$ cat src/rtl/debug_mem_port.sv
// Debug/CPU arbiter in front of one memory port: serves debug controller
// read/write strobes over the mem req/ack handshake, with timeout and overrun.
module debug_mem_port #(
   parameter int ADDR_W  = 64,
   parameter int DATA_W  = 64,
   parameter int TIMEOUT = 1023
) (
   input  logic              i_clk,
   input  logic              i_rst_p,
   input  logic              i_dbg_ce,
   input  logic              i_dbg_we,
   input  logic [ADDR_W-1:0] i_dbg_addr,
   input  logic [DATA_W-1:0] i_dbg_wdata,
   output logic [DATA_W-1:0] o_dbg_rdata,
   output logic              o_dbg_rdata_ready,
   output logic              o_dbg_timeout,
   output logic              o_dbg_overrun,
   input  logic              i_cpu_req,
   input  logic              i_cpu_we,
   input  logic [ADDR_W-1:0] i_cpu_addr,
   input  logic [DATA_W-1:0] i_cpu_wdata,
   output logic [DATA_W-1:0] o_cpu_rdata,
   output logic              o_cpu_ack,
   output logic              o_cpu_stall,
   output logic              o_mem_req,
   output logic              o_mem_we,
   output logic [ADDR_W-1:0] o_mem_addr,
   output logic [DATA_W-1:0] o_mem_wdata,
   input  logic [DATA_W-1:0] i_mem_rdata,
   input  logic              i_mem_ack
);

   localparam logic [1:0] S_IDLE = 2'd0;
   localparam logic [1:0] S_CPU  = 2'd1;
   localparam logic [1:0] S_DBG  = 2'd2;
   localparam logic [1:0] S_RESP = 2'd3;

   localparam int CNT_W = $clog2(TIMEOUT + 1);
   localparam logic [CNT_W-1:0] TO_VAL = CNT_W'(TIMEOUT);

   logic [1:0]        r_state;
   logic              r_pend;
   logic              r_pend_we;
   logic [ADDR_W-1:0] r_pend_addr;
   logic [DATA_W-1:0] r_pend_wdata;
   logic [CNT_W-1:0]  r_cnt;
   logic              r_timed_out;
   logic              r_overrun;
   logic [DATA_W-1:0] r_dbg_rdata;
   logic              r_mem_req;
   logic              r_mem_we;
   logic [ADDR_W-1:0] r_mem_addr;
   logic [DATA_W-1:0] r_mem_wdata;

   logic [CNT_W-1:0]  w_cnt_nxt;
   logic              w_in_dbg;

   // Count of DBG_XFER cycles including the current one; saturates at TIMEOUT.
   assign w_cnt_nxt = (r_cnt == TO_VAL) ? r_cnt : r_cnt + CNT_W'(1);
   assign w_in_dbg  = (r_state == S_DBG) || (r_state == S_RESP);

   always_ff @(posedge i_clk) begin
      if (i_rst_p) begin
         r_state      <= S_IDLE;
         r_pend       <= 1'b0;
         r_pend_we    <= 1'b0;
         r_pend_addr  <= '0;
         r_pend_wdata <= '0;
         r_cnt        <= '0;
         r_timed_out  <= 1'b0;
         r_overrun    <= 1'b0;
         r_dbg_rdata  <= '0;
         r_mem_req    <= 1'b0;
         r_mem_we     <= 1'b0;
         r_mem_addr   <= '0;
         r_mem_wdata  <= '0;
      end else begin
         case (r_state)
            S_IDLE: begin
               if (r_pend) begin
                  r_pend      <= 1'b0;
                  r_mem_we    <= r_pend_we;
                  r_mem_addr  <= r_pend_addr;
                  r_mem_wdata <= r_pend_wdata;
                  r_mem_req   <= 1'b1;
                  r_cnt       <= '0;
                  r_state     <= S_DBG;
                  if (i_dbg_ce) r_overrun <= 1'b1;
               end else if (i_dbg_ce) begin
                  r_mem_we    <= i_dbg_we;
                  r_mem_addr  <= i_dbg_addr;
                  r_mem_wdata <= i_dbg_wdata;
                  r_mem_req   <= 1'b1;
                  r_cnt       <= '0;
                  r_state     <= S_DBG;
               end else if (i_cpu_req) begin
                  r_mem_we    <= i_cpu_we;
                  r_mem_addr  <= i_cpu_addr;
                  r_mem_wdata <= i_cpu_wdata;
                  r_mem_req   <= 1'b1;
                  r_state     <= S_CPU;
               end
            end
            S_CPU: begin
               if (i_dbg_ce) begin
                  if (r_pend) begin
                     r_overrun <= 1'b1;
                  end else begin
                     r_pend       <= 1'b1;
                     r_pend_we    <= i_dbg_we;
                     r_pend_addr  <= i_dbg_addr;
                     r_pend_wdata <= i_dbg_wdata;
                  end
               end
               if (i_mem_ack) begin
                  r_mem_req <= 1'b0;
                  r_state   <= S_IDLE;
               end
            end
            S_DBG: begin
               if (i_dbg_ce) r_overrun <= 1'b1;
               if (i_mem_ack) begin
                  r_mem_req   <= 1'b0;
                  r_dbg_rdata <= i_mem_rdata;
                  r_timed_out <= 1'b0;
                  r_state     <= S_RESP;
               end else if (w_cnt_nxt == TO_VAL) begin
                  r_mem_req   <= 1'b0;
                  r_dbg_rdata <= '0;
                  r_timed_out <= 1'b1;
                  r_state     <= S_RESP;
               end else begin
                  r_cnt <= w_cnt_nxt;
               end
            end
            S_RESP: begin
               if (i_dbg_ce) r_overrun <= 1'b1;
               r_state <= S_IDLE;
            end
            default: r_state <= S_IDLE;
         endcase
      end
   end

   // The debug op type stays visible on mem_we through the response cycle.
   assign o_dbg_rdata_ready = (r_state == S_RESP) && !r_mem_we;
   assign o_dbg_timeout     = (r_state == S_RESP) && r_timed_out;
   assign o_dbg_rdata       = r_dbg_rdata;
   assign o_dbg_overrun     = r_overrun;
   assign o_cpu_rdata       = i_mem_rdata;
   assign o_cpu_ack         = i_mem_ack && (r_state == S_CPU);
   assign o_cpu_stall       = r_pend || w_in_dbg;
   assign o_mem_req         = r_mem_req;
   assign o_mem_we          = r_mem_we;
   assign o_mem_addr        = r_mem_addr;
   assign o_mem_wdata       = r_mem_wdata;

endmodule
$ cat config.mk
export PLATFORM = sky130hd
export DESIGN_NAME = debug_mem_port
export DESIGN_NICKNAME = d
export VERILOG_FILES = /design/src/rtl/debug_mem_port.sv
export SDC_FILE = /design/constraint.sdc
export NUM_CORES = 1
export LEC_CHECK = 0
export ABC_AREA = 1
export CORE_AREA = 2 2 231 233
export CTS_CLUSTER_SIZE = 40
export DETAILED_ROUTE_END_ITERATION = 10
export DIE_AREA = 0 0 233 235
export PLACE_DENSITY = 0.6
export SYNTH_ARGS = -nofsm -noshare
export SYNTH_HDL_FRONTEND = slang
export SYNTH_SLANG_ARGS = --single-unit
$ cat constraint.sdc
create_clock -name i_clk -period 6.71 [get_ports i_clk]
set_clock_uncertainty 0.15 [all_clocks]
set_input_delay 2.013 -clock i_clk [delete_from_list [all_inputs] [get_ports i_clk]]
set_output_delay 2.013 -clock i_clk [all_outputs]
set_load 0.03 [all_outputs]
==> qor.yml, run 1 <==
outcome: "finished, final reports clean"
pin_count: 590
dp_hpwl_microns: 38220
power-per-cell-area_nw_per_um2: 381.5
slew_headroom: 0.2472
postRouteAntennaNets: 0
start_util: 0.2957
syn-num-nets: 2472
synth.cell_area_sq_um: 15450
cts-hold-fix-buffers: 0
worst_ep_arrival_time_ns: 3.52
yosysWarnings: 0
r2r-start: "r_state[1]"
finalSetupTns_ns: 0
grt_pass1_vias: 15379
die_w_microns: 233
fill_cells: 5241
p_total_mw: 8.643
fin_crit_ns: 5.680
cts_tree: "yes"
routed_wl_microns: 57400
cts_resized: 0
cts_sinks: 338
endpoint_kind: "output pin"
rr_worst_depth: 7
cts_setup_buffers: 0
die_y_microns: 235
drt_iter0_drc: 957
antenna_found_initial: 14
h-tree-depth: 2
fin_nets: 2864
syn2layout_area_growth_pct: 46.65
setup_viol: 0
yosys.area_share.adder: 0.004860
vias: 16306
clk_latency_ns: 0.58
grt_max_degree: 198
worst-setup-path-type: "input port to output pin"
synth_xor_xnor_area_share: 0.0005670
cts_max_path_buffers: 3
synth_top_area_share: 0.4381
ys_seq_elements: 338
hold_end: "r_pend_addr[33]"
gp_congestion: 0.8046
peakVddDrop_uv: 365.4
hold_violations: 0
layout_setup_ws_ns: 1.030
numCtsBuffers: 40
slew_violations: 0
synth_cell_type_count: 29
cts_root_buffer: "clkbuf_16"
holdPathStages: 2
rsz0062_at_grt: "false"
pre_cts_ws_ns: 0.9931
drt-vias-per-instance: 5.010
synth_top_family_by_area: "simple AND/OR/NAND/NOR gates"
fmax_mhz: 176.1
maxCapViolCount: 0
yosys.area.top_type: "dfxtp_1"
r2r_slack_ns: 3.24
synth-seq-area-share: 0.4381
leakagePower_nw: 8.513
avgSynthCellArea_sq_um: 7.221
worstMarginPinSlew_ns: 1.129
dp_cells: 3177
worstSetupStartpointType: "input port"
core_sq_um: 52240
std_cell_rows: 84
fin_crit_sh: 0.8465
yosys.area_share.simple: 0.2474
stdcell_count: 3255
synthMuxAreaShare: 0
drt_first_pass_iters: 7
r2r-end: "r_pend_addr[40]"
worstHoldStart: "r_pend_addr[33]"
clkTransAtPathRegs_ns: 0.05
grt_overflow: 0
grt.total_usage: 0.2004
die-area_sq_um: 54760
grt_pass1_wl_microns: 87380
port_buffers: 589
hold_path.class: "register to register"
wire_per_inst_microns: 17.63
drive_gt1_frac: 0.04373
synth.top_cells.by_area: "dfxtp_1 (44%), nand2_1 (11%), a21oi_1 (11%)"
syn_inst: 2139
drc: 0
crit_required_ns: 4.55
synth-compound-area-share: 0.2030
crit_fanout: 4
## how the worst max path moves through the flow
stage	startpoint	endpoint	slack (ns)	cells after the start
after floorplan	i_mem_ack	o_cpu_ack	2.29	2
after global placement	i_mem_ack	o_cpu_ack	1.00	4
after detailed placement	i_mem_ack	o_cpu_ack	0.99	4
after CTS	i_mem_ack	o_cpu_ack	0.98	4
after global routing	i_mem_ack	o_cpu_ack	0.91	4
final	i_mem_ack	o_cpu_ack	1.03	4
## worst max-delay path, cell delays in order
cell and delay [ns]:
clkdlybuf4s50_1 0.58, nand2_1 0.08, inv_1 0.06, clkdlybuf4s50_1 0.77
## flip-flops by register name (all words and copies together) (netlist names)
name,flops
o_mem_we,1
r_pend_addr,64
r_pend_we,1
r_cnt,10
o_mem_wdata,64
r_timed_out,1
o_dbg_overrun,1
r_pend_wdata,64
r_state,2
o_mem_req,1
r_pend,1
o_mem_addr,64
o_dbg_rdata,64
## where the power goes
group / total (mW) / leakage [nW] / internal [mW] / switching [mW]
combinational: 3.46 / 5.02 / 1.28 / 2.19
clock: 2.45 / 0.738 / 1.53 / 0.915
sequential: 2.73 / 2.76 / 2.46 / 0.268
total: 8.64 / 8.51 / 5.27 / 3.37
## cells in the final DEF, fill, tap and decap left out, types with 3 or more instances in the layout
| master | instances |
|---|---|
| a21oi_1 | 327 |
| a311oi_1 | 129 |
| buf_12 | 3 |
| buf_4 | 12 |
| bufinv_16 | 8 |
| clkbuf_1 | 3 |
| clkbuf_16 | 40 |
| clkbuf_8 | 12 |
| clkdlybuf4s50_1 | 587 |
| clkinv_1 | 10 |
| clkinv_2 | 6 |
| dfxtp_1 | 338 |
| diode_2 | 6 |
| ha_1 | 5 |
| inv_1 | 88 |
| nand2_1 | 456 |
| nand3_1 | 67 |
| nand3_2 | 9 |
| nand3_4 | 3 |
| nand4_1 | 83 |
| nor2_1 | 284 |
| nor2_2 | 3 |
| o21ai_0 | 67 |
## layout make-up
| cell class | instances | area, sq um | share of cell area |
|---|---|---|---|
| Sequential cell | 338 | 6766 | 0.2987 |
| Timing Repair Buffer | 604 | 6051 | 0.2671 |
| Multi-Input combinational cell | 1445 | 7078 | 0.3125 |
| Antenna cell | 6 | 15.01 | 0.0006628 |
| Clock buffer | 54 | 1164 | 0.05137 |
| Inverter | 102 | 392.9 | 0.01734 |
| Tap cell | 688 | 860.8 | 0.03800 |
| Clock inverter | 18 | 324.1 | 0.01431 |
## routing by layer
| layer | vias up | GRT usage | wire (microns) |
|---|---|---|---|
| met5 | - | 0 | 89 |
| met1 | 7628 | 0.2317 | 22720 |
| li1 | 7977 | - | - |
| met2 | 566 | 0.3415 | 27750 |
| met4 | 16 | 0.08338 | 2030 |
| met3 | 119 | 0.06104 | 4805 |
## synthesized netlist by cell type
cell type	number
a311oi_1	129
nand4_1	83
a211oi_1	1
clkbuf_1	152
nand3_2	9
nor2_1	284
xor2_1	1
nor2_2	3
buf_4	64
inv_2	1
nor2_4	1
or2_2	1
dfxtp_1	338
a21oi_1	327
nand4_2	1
o21ai_1	2
clkinv_1	10
inv_1	91
o21ai_0	67
nand3_1	68
ha_1	6
buf_1	13
nand3_4	2
a21boi_1	1
buf_2	20
or3_1	1
o21ai_2	1
buf_6	5
nand2_1	457
## cell families after synthesis
logic type      count (synthesis)
flops                         338
simple gates                  910
fa+ha+maj                       6
xor+xnor                        1
buf+inv                       356
compound gates                528
## per-stage QoR
step / hold WS [ns] / utilization / instance area, sq um
5_1_grt: 0.3107 / 0.4337 / 22650
2_1_floorplan: 0.2740 / - / 15450
3_5_place_dp: 0.2884 / 0.4049 / 21150
4_1_cts: 0.2971 / 0.4334 / 22640
6_report: 0.2958 / 0.4337 / 22650
3_3_place_gp: 0.2823 / 0.4049 / 21150
(Power assumes the default switching activity.)
==> run 2: changes to the inputs <==
--- a/config.mk
+++ b/config.mk
@@ -10,7 +10,7 @@
 export CTS_CLUSTER_SIZE = 40
 export DETAILED_ROUTE_END_ITERATION = 10
 export DIE_AREA = 0 0 233 235
-export PLACE_DENSITY = 0.6
+export PLACE_DENSITY = 0.62
 export SYNTH_ARGS = -nofsm -noshare
 export SYNTH_HDL_FRONTEND = slang
 export SYNTH_SLANG_ARGS = --single-unit
==> constraint.sdc (replaced) <==
create_clock -name i_clk -period 5 [get_ports i_clk]
set_clock_uncertainty 0.15 [all_clocks]
set_input_delay 1.5 -clock i_clk [delete_from_list [all_inputs] [get_ports i_clk]]
set_output_delay 1.5 -clock i_clk [all_outputs]
set_load 0.03 [all_outputs]
==> run 2 against run 1 <==
Net effect: first-iteration DRC count decreased by 11%; cell count grew 0.18%; largest power group unchanged; hold slack got worse by 0.0014 ns.
==> qor.yml, run 2 (same netlist as run 1, synthesis figures left out) <==
pin_count: 590
outcome: "finished, final reports clean"
start_util: 0.2957
die-area_sq_um: 54760
fin_crit_sh: 0.8880
r2r-start: "r_pend"
cts-hold-fix-buffers: 0
holdPathStages: 2
die_y_microns: 235
vias: 16269
port_buffers: 589
cts_resized: 0
power-per-cell-area_nw_per_um2: 502.6
postRouteAntennaNets: 0
rsz0062_at_grt: "false"
pre_cts_ws_ns: 0.5449
crit_top_cell: "clkdlybuf4s50_1"
grt_overflow: 0
route.met3.wl_microns: 4868
worstHoldStart: "r_pend_addr[29]"
cts_root_buffer: "clkbuf_16"
worstMarginPinSlew_ns: 1.011
hold_path.class: "register to register"
grt_max_degree: 110
drt_first_pass_iters: 4
hold_violations: 0
fin_nets: 2871
slew_violations: 0
die_w_microns: 233
drc: 0
fin_crit_ns: 4.440
multi_input_area_sq_um: 7078
syn2layout_area_growth_pct: 46.32
final_cell_mix: "clkdlybuf4s50_1 (586), nand2_1 (456), dfxtp_1 (338), a21oi_1 (327), nor2_1 (284)"
layout_setup_ws_ns: 0.5602
cts_sinks: 338
wire_per_inst_microns: 17.81
endpoint_kind: "output pin"
swShare: 0.3951
finalSetupTns_ns: 0
pwr-share-clk: 0.264
dp_hpwl_microns: 39820
worstSetupStartpointType: "input port"
crit_chain: "clkdlybuf4s50_1 > clkdlybuf4s50_1"
cts_max_path_buffers: 3
cts_tree: "yes"
top_layer_used: "met5"
maxCapViolCount: 0
cts_setup_buffers: 0
leakagePower_nw: 8.492
rr_worst_depth: 7
met1_length_microns: 22890
clk_latency_ns: 0.57
seq_area_sq_um: 6766
antenna_found_initial: 12
crit_cells: 2
startpoint: "i_mem_rdata[30]"
p_sw_mw: 4.488
crit_required_ns: 3.35
h-tree-depth: 2
numCtsBuffers: 40
peakVddDrop_uv: 277.9
crit_fanout: 2
drt_iter0_drc: 852
p_int_mw: 6.871
wl_met2_microns: 27920
grt_pass1_wl_microns: 87620
comb_power_share: 0.414
std_cell_rows: 84
core_sq_um: 52240
fmax_mhz: 225.2
drive_gt1_frac: 0.04441
seqPwrFrac: 0.323
grt_pass1_vias: 15305
drt-vias-per-instance: 4.989
clkTransAtPathRegs_ns: 0.06
grt.total_usage: 0.2014
worst-setup-path-type: "input port to output pin"
setup_viol: 0
slew_headroom: 0.3248
crit_buf_inv: 2
critPathSlowestCell: "clkdlybuf4s50_1"
routed_wl_microns: 58080
gp_congestion: 0.8279
worst_ep_arrival_time_ns: 2.79
final_common_cell: "clkdlybuf4s50_1"
fill_cells: 5202
critPathTopFamily: "buffers and inverters"
cpPeakStageDelay_ns: 0.71
-- run 2: cell count changes in the layout (fill, tap and decap cells not counted), sizes merged --
cell	delta
buf	+8
bufinv	-6
clkbuf	+9
clkdlybuf4s50	-1
clkinv	-1
inv	-3
-- run 2: area by class of cell --
cell class | count | share of cell area
Tap cell | 688 | 0.03809
Multi-Input combinational cell | 1445 | 0.3132
Inverter | 102 | 0.01738
Clock inverter | 8 | 0.004484
Clock buffer | 63 | 0.05575
Antenna cell | 6 | 0.0006643
Sequential cell | 338 | 0.2994
Timing Repair Buffer | 611 | 0.2711
-- run 2: metal layers --
| layer | vias to the layer above | track usage |
|---|---|---|
| li1 | 7992 | - |
| met1 | 7553 | 0.2328 |
| met2 | 590 | 0.3386 |
| met3 | 124 | 0.06383 |
| met4 | 10 | 0.08956 |
| met5 | - | 0 |
-- run 2: final timing paths --
path                      to  slack, ns
max          o_cpu_rdata[30]       0.56
min          r_pend_addr[29]       0.29
max reg2reg  o_mem_wdata[28]       1.86
min reg2reg  r_pend_addr[29]       0.29
-- run 2: power groups by stage --
stage	clock [mW]	combinational, mW	sequential, mW
2_1_floorplan	0	2.26	4.37
3_3_place_gp	0	4.65	3.69
3_5_place_dp	0	4.71	3.71
4_1_cts	3.09	4.72	3.66
5_1_grt	3.20	5.13	3.73
6_report	2.99	4.70	3.67
-- run 2: through the flow --
step / hold WS, ns / cells / area (sq um) / util / power, mW
2_1_floorplan: 0.2740 / 2139 / 15450 / - / 6.635
5_1_grt: 0.3106 / 3261 / 22600 / 0.4327 / 12.06
6_report: 0.2944 / 3261 / 22600 / 0.4327 / 11.36
3_5_place_dp: 0.2846 / 3184 / 21220 / 0.4063 / 8.420
3_3_place_gp: 0.2806 / 3184 / 21220 / 0.4063 / 8.344
4_1_cts: 0.2937 / 3255 / 22590 / 0.4324 / 11.48
